[src/rtl/tl_rr_burst_arbiter.sv]
// tl_rr_burst_arbiter
//   Round-robin N:1 arbiter for TileLink-style multi-beat channels. The grant is
//   combinational (zero latency). A multi-beat burst freezes the grant on one
//   requester until its last beat fires. Priority then rotates to just past that
//   requester.
//   Optional feature macro: ARB_LOCK_WDOG_EN adds a sticky lock watchdog that
//   reports a locked requester that stays idle too long. The lock itself is
//   never broken by the watchdog.
module tl_rr_burst_arbiter #(
  parameter int N           = 4,
  parameter int W           = 64,
  parameter int BEAT_W      = 4,
  parameter int WDOG_CYCLES = 64
) (
  input  logic                  clock,
  input  logic                  reset_n,
  input  logic [N-1:0]          io_in_valid,
  output logic [N-1:0]          io_in_ready,
  input  logic [N*W-1:0]        io_in_bits,
  input  logic [N*BEAT_W-1:0]   io_in_beats,
  output logic                  io_out_valid,
  input  logic                  io_out_ready,
  output logic [W-1:0]          io_out_bits,
  output logic [$clog2(N)-1:0]  io_chosen,
  output logic                  io_locked,
  output logic                  io_lock_err
);

  localparam int IDX_W = $clog2(N);

  typedef enum logic {IDLE, LOCKED} state_t;

  if (N < 2 || BEAT_W < 1 || WDOG_CYCLES < 1) begin : g_param_check
    $error("tl_rr_burst_arbiter: need N>=2, BEAT_W>=1, WDOG_CYCLES>=1");
  end

  state_t             state;
  logic [IDX_W-1:0]   ptr;        // last requester that finished a burst
  logic [IDX_W-1:0]   lg;         // requester holding the lock
  logic [BEAT_W-1:0]  cnt;        // beats still to come in the locked burst

  logic [W-1:0]       bits_arr  [N];
  logic [BEAT_W-1:0]  beats_arr [N];

  logic [IDX_W-1:0]   scan_idx;
  logic               scan_hit;
  logic [IDX_W-1:0]   cand;
  logic [IDX_W-1:0]   grant_idx;
  logic               have_grant;
  logic               active;
  logic               fire;
  logic [BEAT_W-1:0]  grant_beats;

  for (genvar i = 0; i < N; i++) begin : g_unpack
    assign bits_arr[i]  = io_in_bits[i*W +: W];
    assign beats_arr[i] = io_in_beats[i*BEAT_W +: BEAT_W];
  end

  // Round-robin scan: first valid requester starting just after ptr.
  always_comb begin
    // NOTE: every output of a combinational block gets a default first so no latch is inferred.
    scan_idx = '0;
    scan_hit = 1'b0;
    cand     = '0;
    for (int k = 1; k <= N; k++) begin
      cand = IDX_W'((int'(ptr) + k) % N);
      if (!scan_hit && io_in_valid[cand]) begin
        scan_hit = 1'b1;
        scan_idx = cand;
      end
    end
  end

  // Grant selection: frozen on lg while locked, otherwise the scan winner.
  always_comb begin
    grant_idx  = scan_idx;
    have_grant = scan_hit;
    if (state == LOCKED) begin
      grant_idx  = lg;
      have_grant = 1'b1;
    end
  end

  assign grant_beats  = beats_arr[grant_idx];
  assign active       = reset_n & ((state == LOCKED) ? io_in_valid[lg] : scan_hit);
  assign fire         = active & io_out_ready;

  assign io_out_valid = active;
  assign io_chosen    = (reset_n && have_grant) ? grant_idx : '0;
  assign io_out_bits  = (reset_n && have_grant) ? bits_arr[grant_idx] : '0;
  assign io_in_ready  = (reset_n && have_grant && io_out_ready) ? (N'(1) << grant_idx) : '0;
  assign io_locked    = (state == LOCKED);

  // Burst FSM: start/finish bursts on fire, rotate ptr after each last beat.
  always_ff @(posedge clock or negedge reset_n) begin
    if (!reset_n) begin
      state <= IDLE;
      ptr   <= IDX_W'(N - 1);
      lg    <= '0;
      cnt   <= '0;
    end else if (fire) begin
      // NOTE: sequential state uses non-blocking assignments so every register samples pre-edge values.
      case (state)
        IDLE: begin
          if (grant_beats == '0) begin
            ptr <= grant_idx;
          end else begin
            cnt   <= grant_beats;
            lg    <= grant_idx;
            state <= LOCKED;
          end
        end
        LOCKED: begin
          cnt <= cnt - 1'b1;
          if (cnt == BEAT_W'(1)) begin
            ptr   <= lg;
            state <= IDLE;
          end
        end
        default: state <= IDLE;
      endcase
    end
  end

`ifdef ARB_LOCK_WDOG_EN
  localparam int WD_W = $clog2(WDOG_CYCLES) + 1;

  logic [WD_W-1:0] wdog;
  logic            lock_err;

  // Lock watchdog: count idle cycles of the locked requester, flag at the limit.
  always_ff @(posedge clock or negedge reset_n) begin
    if (!reset_n) begin
      wdog     <= '0;
      lock_err <= 1'b0;
    end else if (fire || state == IDLE) begin
      wdog <= '0;
    end else if (!io_in_valid[lg]) begin
      if (wdog == WD_W'(WDOG_CYCLES - 1)) begin
        lock_err <= 1'b1;
      end else begin
        wdog <= wdog + 1'b1;
      end
    end
  end

  assign io_lock_err = lock_err;
`else
  assign io_lock_err = 1'b0;
`endif

endmodule

[config.mk]
export PLATFORM = sky130hd
export DESIGN_NAME = tl_rr_burst_arbiter
export DESIGN_NICKNAME = d
export VERILOG_FILES = /design/src/rtl/tl_rr_burst_arbiter.sv
export SDC_FILE = /design/constraint.sdc
export NUM_CORES = 1
export LEC_CHECK = 0
export BUFFER_PORTS_ARGS = -buffer_cell sky130_fd_sc_hd__buf_2
export CAP_MARGIN = 20
export CORE_AREA = 3 3 136 138
export CTS_BUF_LIST = sky130_fd_sc_hd__clkbuf_4
export CTS_CLUSTER_DIAMETER = 50
export DETAILED_ROUTE_END_ITERATION = 10
export DIE_AREA = 0 0 139 141
export SETUP_SLACK_MARGIN = 0.05
export SYNTH_ARGS = -nofsm -noshare
export SYNTH_HDL_FRONTEND = slang
export SYNTH_SLANG_ARGS = --single-unit
[constraint.sdc]
create_clock -name clock -period 4.95 [get_ports clock]
set_clock_uncertainty 0.05 [all_clocks]
set_input_delay 1.2375 -clock clock [delete_from_list [all_inputs] [get_ports clock]]
set_output_delay 1.2375 -clock clock [all_outputs]
set_load 0.02 [all_outputs]
# [Yosys cells after proc, flatten, opt, wreduce, memory -nomap -nowiden]
# Cells that the tools add are included.
[classes] n_addsub=5 magnitude_cmp=6 eq_ne=4 shift=1 n_mux=38 bitwise_logic=5 n_reduce_logical=12
[ops] op="$mux 64" count=3
[ops] op="$bmux 64 s2" count=1
[ops] op="$mux 2" count=8
[ops] op="$mux 4" count=4
[ops] op="$lt 2x3->1 const B" count=5
[ops] op="$mux 1" count=13
[ops] op="$bmux 1 s2" count=5
[ops] op="$bmux 4 s2" count=1
[ops] op="$pmux 4 s2" count=1
[ops] op="$reduce_and 3->1" count=2
[ops] op="$logic_and 1x1->1" count=5
[ops] op="$add 2x1->2 const B" count=2
[ops] op="$add 2x2->2 const B" count=2
[ops] op="$eq 4x1->1 const B" count=1
[ops] op="$logic_not 4->1" count=1
[ops] op="$ne 2x2->1 const B" count=2
[ops] op="$pmux 2 s2" count=1
[ops] op="$shl 1x2->4 const A" count=1
[ops] op="$sub 4x1->4 const B" count=1
[ops] op="$ge 3x3->1 const B" count=1
[ops] op="$logic_not 1->1" count=3
[ops] op="$not 2->3" count=1
[ops] op="$and 1x1->1" count=2
[ops] op="$ne 2x1->1 const B" count=1
[ops] op="other kinds (3)" count=4
[word_totals] ff_bits=9 inputBits=279

# [Logic depth before layout (Yosys ltp)]
# Gate-level depths: netlist of the first run.
[depth] word_depth=21 mapped_depth=10 mapped_depth_nobuf=7

# [Worst setup path after synthesis of the first run]
# OpenSTA, ideal clock, no wires.
[synth_path] path_type="input to output" startpoint="in io_in_valid[0]" endpoint="out io_out_bits[29]" t_arrival_ns=3.501 slack_ns=0.161 stages=8 path_cell_list="buf_4 > nor4_1 > nor3_1 > a21oi_1 > buf_4 > buf_4 > mux4_2 > and2_1"
[synth_between] elab_chain_cells=18 word_cells_on_any_way=30 classes_between="22 x mux; 1 x bitwise; 7 x reduce/logical"
[synth_rtl] element="start: declaration" line_no="17" source="input logic [N-1:0] io_in_valid,"
[synth_rtl] element="$bmux 1 s2" line_no="67" source="if (!scan_hit && io_in_valid[cand]) begin"
[synth_rtl] element="$mux 1 (implied by the code)" line_no="67"
[synth_rtl] element="$mux 1" line_no="67"
[synth_rtl] element="$logic_not 1->1" line_no="67"
[synth_rtl] element="$logic_and 1x1->1" line_no="67"
[synth_rtl] element="$mux 1" line_no="67"
[synth_rtl] element="$logic_not 1->1" line_no="67"
[synth_rtl] element="$logic_and 1x1->1" line_no="67"
[synth_rtl] element="$mux 1" line_no="67"
[synth_rtl] element="$logic_not 1->1" line_no="67"
[synth_rtl] element="$logic_and 1x1->1" line_no="67"
[synth_rtl] element="$mux 2" line_no="67"
[synth_rtl] element="$mux 2" line_no="78" source="if (state == LOCKED) begin"
[synth_rtl] element="$not 2->3 (implied by the code)" line_no="90" source="assign io_out_bits = (reset_n && have_grant) ? bits_arr[grant_idx] : '0;"
[synth_rtl] element="$bmux 64 s2" line_no="90"
[synth_rtl] element="$mux 64 (implied by the code) (2 in series)" line_no="90"
[synth_rtl] element="$mux 64 *" line_no="90"
[synth_rtl] element="end: declaration" line_no="23" source="output logic [W-1:0] io_out_bits,"
# Mark *: on every way between the ends. The rest lies on a longest branch, timed or not. The select of a mux whose other input is x is not followed.

# [Worst setup path in the final report of the first run]
[layout_path] startpoint="in io_in_valid[1]" endpoint="out io_out_bits[29]"
# Same word-level chain as after synthesis.

==> flow_summary.toml, run 1 <==
[die]
dieHeight_um = 141
dieArea_um2 = 19600
pin_count = 352
num_rows = 48
start_util_pct = 19.3
coreArea_um2 = 17300
die_w_um = 139

[worst_setup_path]
crit_cells = 8
critPathSlowestCell = "mux4_2"
cp_top_family = "simple AND/OR/NAND/NOR gates"
slowest_delay_ns = 0.57
cp_common_cell = "buf_2"
r2r_start = "ptr[1]"
crit_path_start = "io_in_valid[1]"
crit_type = "in -> out"
worstSetupStartpointType = "input port"
cp_max_fo = 37
crit_buf_inv = 3
reg2reg_depth = 7
end_kind = "primary output"
worst_r2r_endpoint = "lg[0]"
required_ns = 3.66
crit_chain = "buf_2, nor4_1, nor3_1, a21oi_4, buf_12, mux4_2, and2_1, buf_2"
crit_path_end = "io_out_bits[29]"
rrSetupSlack_ns = 1.95
worstPathArrival_ns = 3.47

[global_route]
grt_max_degree = 66
grt-ovfl-total = 0
antenna_found_initial = 3
grt_pass1_wl_um = 26400
first_global_vias = 4199
grtUsageTotal_pct = 17.1

[clock_tree]
ctsRootBufferMaster = "clkbuf_4"
htreeDepth = 1
cts_setup_buffers = 0
cts_buffers = 3
path_clk_slew_ns = 0.06
clock_sinks = 9
cts_resized = 0
clk_path_buf_depth = 2
cts_tree = "built"
hold_buffers = 0
clk_latency_ns = 0.26

[drt]
drc = 0
drtIter0Drc = 291
route.vias.total = 4310
wl_um = 18300
drt-pass1-iter-count = 5
vias_per_cell = 4.94
wl_per_cell_um = 21.0
ant_nets = 0

[sta]
fin_crit_sh_pct = 96.0
fin_tns_setup_ns = 0
fin_crit_ns = 4.75
drv_slew = 0
tightest_slew_ns = 0.624
maxSlewHeadroom_pct = 58.4
grt_setup_unrepaired = "no"
setup_viol = 0
timing_hold_violations_final = 0
fmax_ghz = 0.210

[logic_synthesis]
netlist_area_um2 = 3330
synthFlopType = "dfrtp_1"
syn_inst = 315
ys_seq_elements = 9
yosys.cell_types.count = 55
synth_area_per_cell_um2 = 10.6
synth.most_common_cell = "and2_1"
ys_warn_count = 0
ys_top_cells_by_count = "and2_1, mux4_2, clkbuf_1"
synth_area_leaders = "mux4_2, and2_1, dfrtp_1, mux2i_1, a221oi_1"
synth_edf_count = 0
synth_top_area_share_pct = 43.9
synth_fp_nets = 596
async_flop_share_pct = 100
synth_top_area_cell = "mux4_2"
seq_area_frac_synth_pct = 6.83

[pwr]
ir_drop_v = 0.0000949
combPwrFrac_pct = 81.9
swShare_pct = 44.9
pwr-share-seq_pct = 11.4
p_leak_nw = 2.56
power.internal_uw = 524
p_switching_uw = 428
power.share.clock_pct = 6.7
power.density_nw_per_um2 = 176

[cells_and_area]
fillCellCount = 1837
finalNonFillerCells = 873
drive_above_1_share_pct = 70.4
nets = 928
syn_to_final_growth_pct = 62.0

[status]
run_status = "finished clean"

[job]
drv_cap = 0

[worst_hold_path]
worstHoldStart = "cnt[3]"
holdCritPathClass = "reg -> reg"

[placement]
place_inst = 867
hpwl_um = 15600
port_buffers = 350
gp_congestion = 0.907
==> registers in the layout (all words and copies together) (netlist names) <==
register   cells
cnt            4
io_locked      1
lg             2
ptr            2
==> per-stage QoR <==
stage	utilization (%)	hold WS (ns)	total power, mW	instance area [um^2]	worst slack (ns)
2_1_floorplan	-	0.482	0.602	3330	0.161
6_report	31.2	0.527	0.951	5400	0.196
3_3_place_gp	31.0	0.520	0.881	5370	0.207
4_1_cts	31.2	0.530	0.958	5400	0.204
3_5_place_dp	31.0	0.518	0.887	5370	0.219
5_1_grt	31.2	0.557	1.02	5400	0.0512
==> logic make-up after synthesis <==
kind of cell | synth area share (%)
buffers and inverters | 5.59
AOI/OAI and AO/OA | 14.9
adders and majority gates | 0.751
DFF | 6.83
muxes | 48.4
and+or+nand+nor | 23.4
other | 0.113
==> worst min-delay path, cell delays in order (launching register included) <==
cell and delay, ns:
dfrtp_1 0.41, nand2_1 0.08, o21ai_1 0.05
==> power groups by stage <==
stage          Combinational [mW]  Sequential, mW  Clock, mW
3_5_place_dp                0.777           0.110          0
3_3_place_gp                0.772           0.110          0
4_1_cts                     0.784           0.109     0.0655
5_1_grt                     0.836           0.112     0.0730
2_1_floorplan               0.501           0.101          0
6_report                    0.779           0.109     0.0636
==> final cells by class <==
class                   count  area (um^2)  area share, %
well taps                 225          282           5.21
clock buffers               4         30.0          0.556
multi-input cells         268         2950           54.5
diodes                      2         5.00         0.0927
inverters                   4         15.0          0.278
repair buffers            361         1900           35.1
flip-flops and latches      9          228           4.22
==> how the worst min path moves through the flow <==
stage                   to  slack [ns]  depth (start not counted)
finish              cnt[3]        0.53                          2
global route        cnt[1]        0.56                          2
CTS                 cnt[3]        0.53                          2
detailed placement  cnt[1]        0.52                          2
global placement    cnt[1]        0.52                          2
floorplan            lg[1]        0.48                          1
==> cells in the final DEF, fill, tap and decap left out, drive strengths merged, types with 3 or more instances in the layout <==
cell	instances
a2111oi	4
a21oi	5
a221o	5
a221oi	9
a22oi	3
and2	67
and3	3
buf	361
clkbuf	4
dfrtp	7
inv	4
mux2	5
mux2i	9
mux4	65
nand2	9
nand3	9
nor2	17
nor2b	6
nor3	8
o211ai	4
o21ai	6
o311ai	4
o31ai	3
or4	4
==> routing by layer <==
metal  track usage, %  wire [um]
met1             22.8       7170
met2             29.0       9320
met3             4.14       1690
met4             2.06        159
met5                0         11
Note: power is estimated with default switching activity, not from simulation.
==> run 2: changes to the inputs <==
RECOVER_POWER = 25   (was not set)
==> run 2 against run 1 <==
Sequential share of layout area is essentially flat. Global-route usage did not move. Final area down 0.63%. Routed wire length grew 0.47%. Sequential power barely moved. Highest routed layer unchanged. Register-to-register slack got worse by 1.4 ns. Largest power group unchanged. Combinational power down 1%. Via count is 0.12% higher. Sequential cell count stayed put.
==> flow_summary.toml, run 2 (same netlist as run 1, synthesis figures left out) <==
[cells_and_area]
final_area_um2 = 5370
drive_above_1_share_pct = 69.0
finalNonFillerCells = 873
most-common-layout-cells = "buf_2, and2_1, mux4_2"
regArea_um2 = 228
fillCellCount = 1846
nets = 928
final_common_cell = "buf_2"
multi_input_area_um2 = 2920
final_util_pct = 31.0
syn_to_final_growth_pct = 61.0
largestRegisters = "cnt: 4 flops, lg: 2 flops, ptr: 2 flops"
largest_reg_flops = 4
top_register = "cnt"

[pwr]
p_leak_nw = 2.54
power_uw = 943
pwr-share-seq_pct = 11.5
swShare_pct = 44.9
power.density_nw_per_um2 = 176
p_switching_uw = 424
ir_drop_v = 0.0000948
power.share.clock_pct = 6.7
power.internal_uw = 519
combPwrFrac_pct = 81.8

[placement]
port_buffers = 350
gp_congestion = 0.907
place_inst = 867
pre_cts_slack_ns = 0.219
place_area_um2 = 5370
hpwl_um = 15600

[worst_setup_path]
worst_r2r_endpoint = "lg[0]"
required_ns = 3.66
rrSetupSlack_ns = 0.52
cp_common_cell = "buf_2"
worstPathArrival_ns = 3.48
crit_type = "in -> out"
cp_max_fo = 37
end_kind = "primary output"
crit_chain = "buf_2, nor4_1, nor3_1, a21oi_4, buf_12, mux4_2, and2_1, buf_2"
slowest_delay_ns = 0.57
critPathSlowestCell = "mux4_2"
r2r_start = "io_locked"
worstSetupStartpointType = "input port"
reg2reg_depth = 7

[global_route]
grtUsageTotal_pct = 17.1
grt_max_degree = 66
antenna_found_initial = 3
grt-ovfl-total = 0
grt_pass1_wl_um = 26400
first_global_vias = 4199

[status]
run_status = "finished clean"

[sta]
holdWs_ns = 0.527
fmax_ghz = 0.210
fin_crit_ns = 4.76
fin_crit_sh_pct = 96.2
fin_tns_setup_ns = 0
timing_hold_violations_final = 0
maxSlewHeadroom_pct = 15.1
setup_viol = 0
grt_setup_unrepaired = "no"
tightest_slew_ns = 1.27
drv_slew = 0
fin_ws_ns = 0.187

[clock_tree]
cts_resized = 0
ctsRootBufferMaster = "clkbuf_4"
clock_sinks = 9
clk_path_buf_depth = 2
cts_tree = "built"
htreeDepth = 1
cts_buffers = 3
clk_latency_ns = 0.26
path_clk_slew_ns = 0.06
hold_buffers = 0
cts_setup_buffers = 0

[drt]
wl_um = 18400
wl_per_cell_um = 21.1
drt-pass1-iter-count = 4
drc = 0
vias_per_cell = 4.94
route.vias.total = 4315
drtIter0Drc = 278
ant_nets = 0

[die]
die_w_um = 139
dieArea_um2 = 19600
coreArea_um2 = 17300
start_util_pct = 19.3
pin_count = 352
dieHeight_um = 141
num_rows = 48

[worst_hold_path]
worstHoldStart = "cnt[3]"
holdCritPathClass = "reg -> reg"
worstHoldPathCells = 2
hold_end = "cnt[3]"

[job]
drv_cap = 0
==> run 2: per-layer routing <==
layer  GRT usage (%)  part of all wire (%)  routed length (um)
met5               0                 0.060                  11
met1            22.8                    39                7240
met4            2.06                  0.86                 159
met2            29.0                    51                9330
met3            4.14                   9.1                1690
==> run 2: worst max path at each step <==
stage / to / cells after the start / from / slack, ns
floorplan: io_out_bits[29] / 8 / io_in_valid[0] / 0.16
global placement: io_out_bits[27] / 8 / io_in_valid[1] / 0.21
detailed placement: io_out_bits[27] / 8 / io_in_valid[1] / 0.22
CTS: io_out_bits[27] / 8 / io_in_valid[1] / 0.20
global route: io_out_bits[60] / 9 / io_in_valid[2] / 0.04
finish: io_out_bits[29] / 8 / io_in_valid[1] / 0.19
==> run 2: worst max-delay path: cells and delay by family <==
family,cells,cell delay [ns]
AO/OA/AOI/OAI,1,0.21
AND/OR/NAND/NOR,3,0.77
buffers and inverters,3,0.62
multiplexers,1,0.57
==> run 2: final cells by class <==
class / count / share of cell area (%)
flip-flops and latches: 9 / 4.24
well taps: 225 / 5.24
multi-input cells: 268 / 54.4
clock buffers: 4 / 0.559
diodes: 2 / 0.0932
inverters: 4 / 0.280
repair buffers: 361 / 35.2
==> run 2: power groups by stage <==
stage | combinational (mW) | clock (mW) | sequential, mW
4_1_cts | 0.784 | 0.0655 | 0.109
3_3_place_gp | 0.772 | 0 | 0.110
6_report | 0.771 | 0.0632 | 0.108
5_1_grt | 0.828 | 0.0730 | 0.112
2_1_floorplan | 0.501 | 0 | 0.101
3_5_place_dp | 0.777 | 0 | 0.110
==> run 3: changes to the inputs <==
GPL_TIMING_DRIVEN = 0   (was not set)
==> run 3 against run 2 <==
Clock-buffer cell count did not move. Non-clock buffer count grew 26. Routed wire length is 4.9% higher. Sequential share of layout area is 0.095 points lower. Critical endpoint is now io_out_bits[47]. Largest cell class unchanged.
==> flow_summary.toml, run 3 (same netlist as run 1, synthesis figures left out) <==
[worst_setup_path]
end_kind = "primary output"
worst_r2r_endpoint = "lg[1]"
rrSetupSlack_ns = 1.60
critPathSlowestCell = "mux4_2"
worstSetupStartpointType = "input port"
slowest_delay_ns = 0.41
crit_chain = "buf_4, or3b_1, a21o_1, a311o_2, nand2_8, clkbuf_2, mux4_2, and2_1, buf_2"
reg2reg_depth = 8
crit_type = "in -> out"
required_ns = 3.66
crit_path_start = "io_in_valid[0]"
cp_max_fo = 10
worstPathArrival_ns = 3.52
r2r_start = "ptr[0]"

[clock_tree]
ctsRootBufferMaster = "clkbuf_4"
cts_buffers = 3
clk_latency_ns = 0.28
htreeDepth = 1
path_clk_slew_ns = 0.07
clk_path_buf_depth = 2
clock_sinks = 9
cts_tree = "built"

[die]
dieHeight_um = 141
num_rows = 48
start_util_pct = 19.3
pin_count = 352
coreArea_um2 = 17300
dieArea_um2 = 19600
die_w_um = 139

[status]
run_status = "finished clean"

[pwr]
power.share.clock_pct = 7.1
power.density_nw_per_um2 = 179
ir_drop_v = 0.0000681
power.internal_uw = 530
swShare_pct = 46.1
p_leak_nw = 2.60
pwr-share-seq_pct = 10.8
p_switching_uw = 454
combPwrFrac_pct = 82.2
power_uw = 983

[cells_and_area]
largest_reg_flops = 4
drive_above_1_share_pct = 68.5
finalNonFillerCells = 899
largestRegisters = "cnt: 4 flops, lg: 2 flops, ptr: 2 flops"
syn_to_final_growth_pct = 64.7
final_util_pct = 31.7
nets = 954
top_register = "cnt"
final_area_um2 = 5490
final_common_cell = "buf_2"
most-common-layout-cells = "buf_2, and2_1, mux4_2"

[sta]
fin_ws_ns = 0.142
setup_viol = 0
fmax_ghz = 0.208
fin_crit_sh_pct = 97.1
tightest_slew_ns = 0.722
grt_setup_unrepaired = "no"
fin_crit_ns = 4.81
timing_hold_violations_final = 0
maxSlewHeadroom_pct = 50.5
drv_slew = 0

[placement]
port_buffers = 348
place_inst = 888
place_area_um2 = 5360
pre_cts_slack_ns = -0.723
gp_congestion = 0.918
hpwl_um = 16500

[drt]
wl_um = 19300
wl_per_cell_um = 21.5
drtIter0Drc = 237
drc = 0
route.vias.total = 4422
ant_nets = 0
drt-pass1-iter-count = 5
vias_per_cell = 4.92

[global_route]
antenna_found_initial = 5
first_global_vias = 4445
grtUsageTotal_pct = 18.1
grt-ovfl-total = 0
grt_pass1_wl_um = 27700
grt_max_degree = 13

[worst_hold_path]
worstHoldStart = "cnt[3]"
worstHoldPathCells = 2
holdCritPathClass = "reg -> reg"
hold_end = "cnt[3]"

[job]
drv_cap = 0
run 3: cell types whose count changed in the layout (fill, tap and decap cells not counted), moves of 2 or more:
cell	delta
clkbuf_2	+4
buf_4	+3
clkbuf_1	+11
clkbuf_4	+2
buf_6	+9
buf_12	-5
buf_1	+2
run 3: worst max-delay path: cells and delay by family:
kind,cells,cell delay (ns)
AOI/OAI and AO/OA,2,0.59
buffers and inverters,3,0.61
and+or+nand+nor,3,0.67
muxes,1,0.41
run 3: worst max-delay path by stage:
stage                      end  slack (ns)  depth (start not counted)
6_report       io_out_bits[47]        0.14                          9
2_1_floorplan  io_out_bits[29]        0.16                          8
3_3_place_gp   io_out_bits[36]       -0.76                          9
5_1_grt        io_out_bits[13]        0.06                          9
3_5_place_dp   io_out_bits[36]       -0.72                          9
4_1_cts        io_out_bits[53]        0.02                         10
run 3: area by class of cell:
cell class / count / area (um^2)
tap: 225 / 282
clock buffer: 4 / 30.0
buffer: 34 / 223
inverter: 4 / 15.0
timing repair buffer: 353 / 1770
fill: 1859 / 11800
sequential: 9 / 228
multi-input combinational: 268 / 2930
antenna: 2 / 5.00
run 3: power by group through the flow:
stage	logic (mW)	registers, mW	clock network [mW]
final	0.808	0.106	0.0697
after global routing	0.865	0.108	0.0736
after CTS	0.806	0.105	0.0709
after global placement	0.781	0.107	0
after detailed placement	0.785	0.107	0
after floorplan	0.501	0.101	0
run 3: per-layer routing:
layer | GRT usage, % | wire [um]
met1 | 23.4 | 7680
met2 | 31.0 | 9810
met3 | 4.99 | 1660
met4 | 2.42 | 148
met5 | 0 | 38
run 3: metrics by stage:
step                hold slack [ns]  TNS, ns
CTS                           0.535        0
global route                  0.587        0
detailed placement            0.525   -35.42
global placement              0.519   -37.42
floorplan                     0.482        0
finish                        0.539        0
run 3: timing repair:
item	4_1_cts	5_1_grt
resized for setup	18	8
hold buffers	0	0
pin swaps	1	3
setup buffers	4	1
endpoints found under the setup margin	68	50
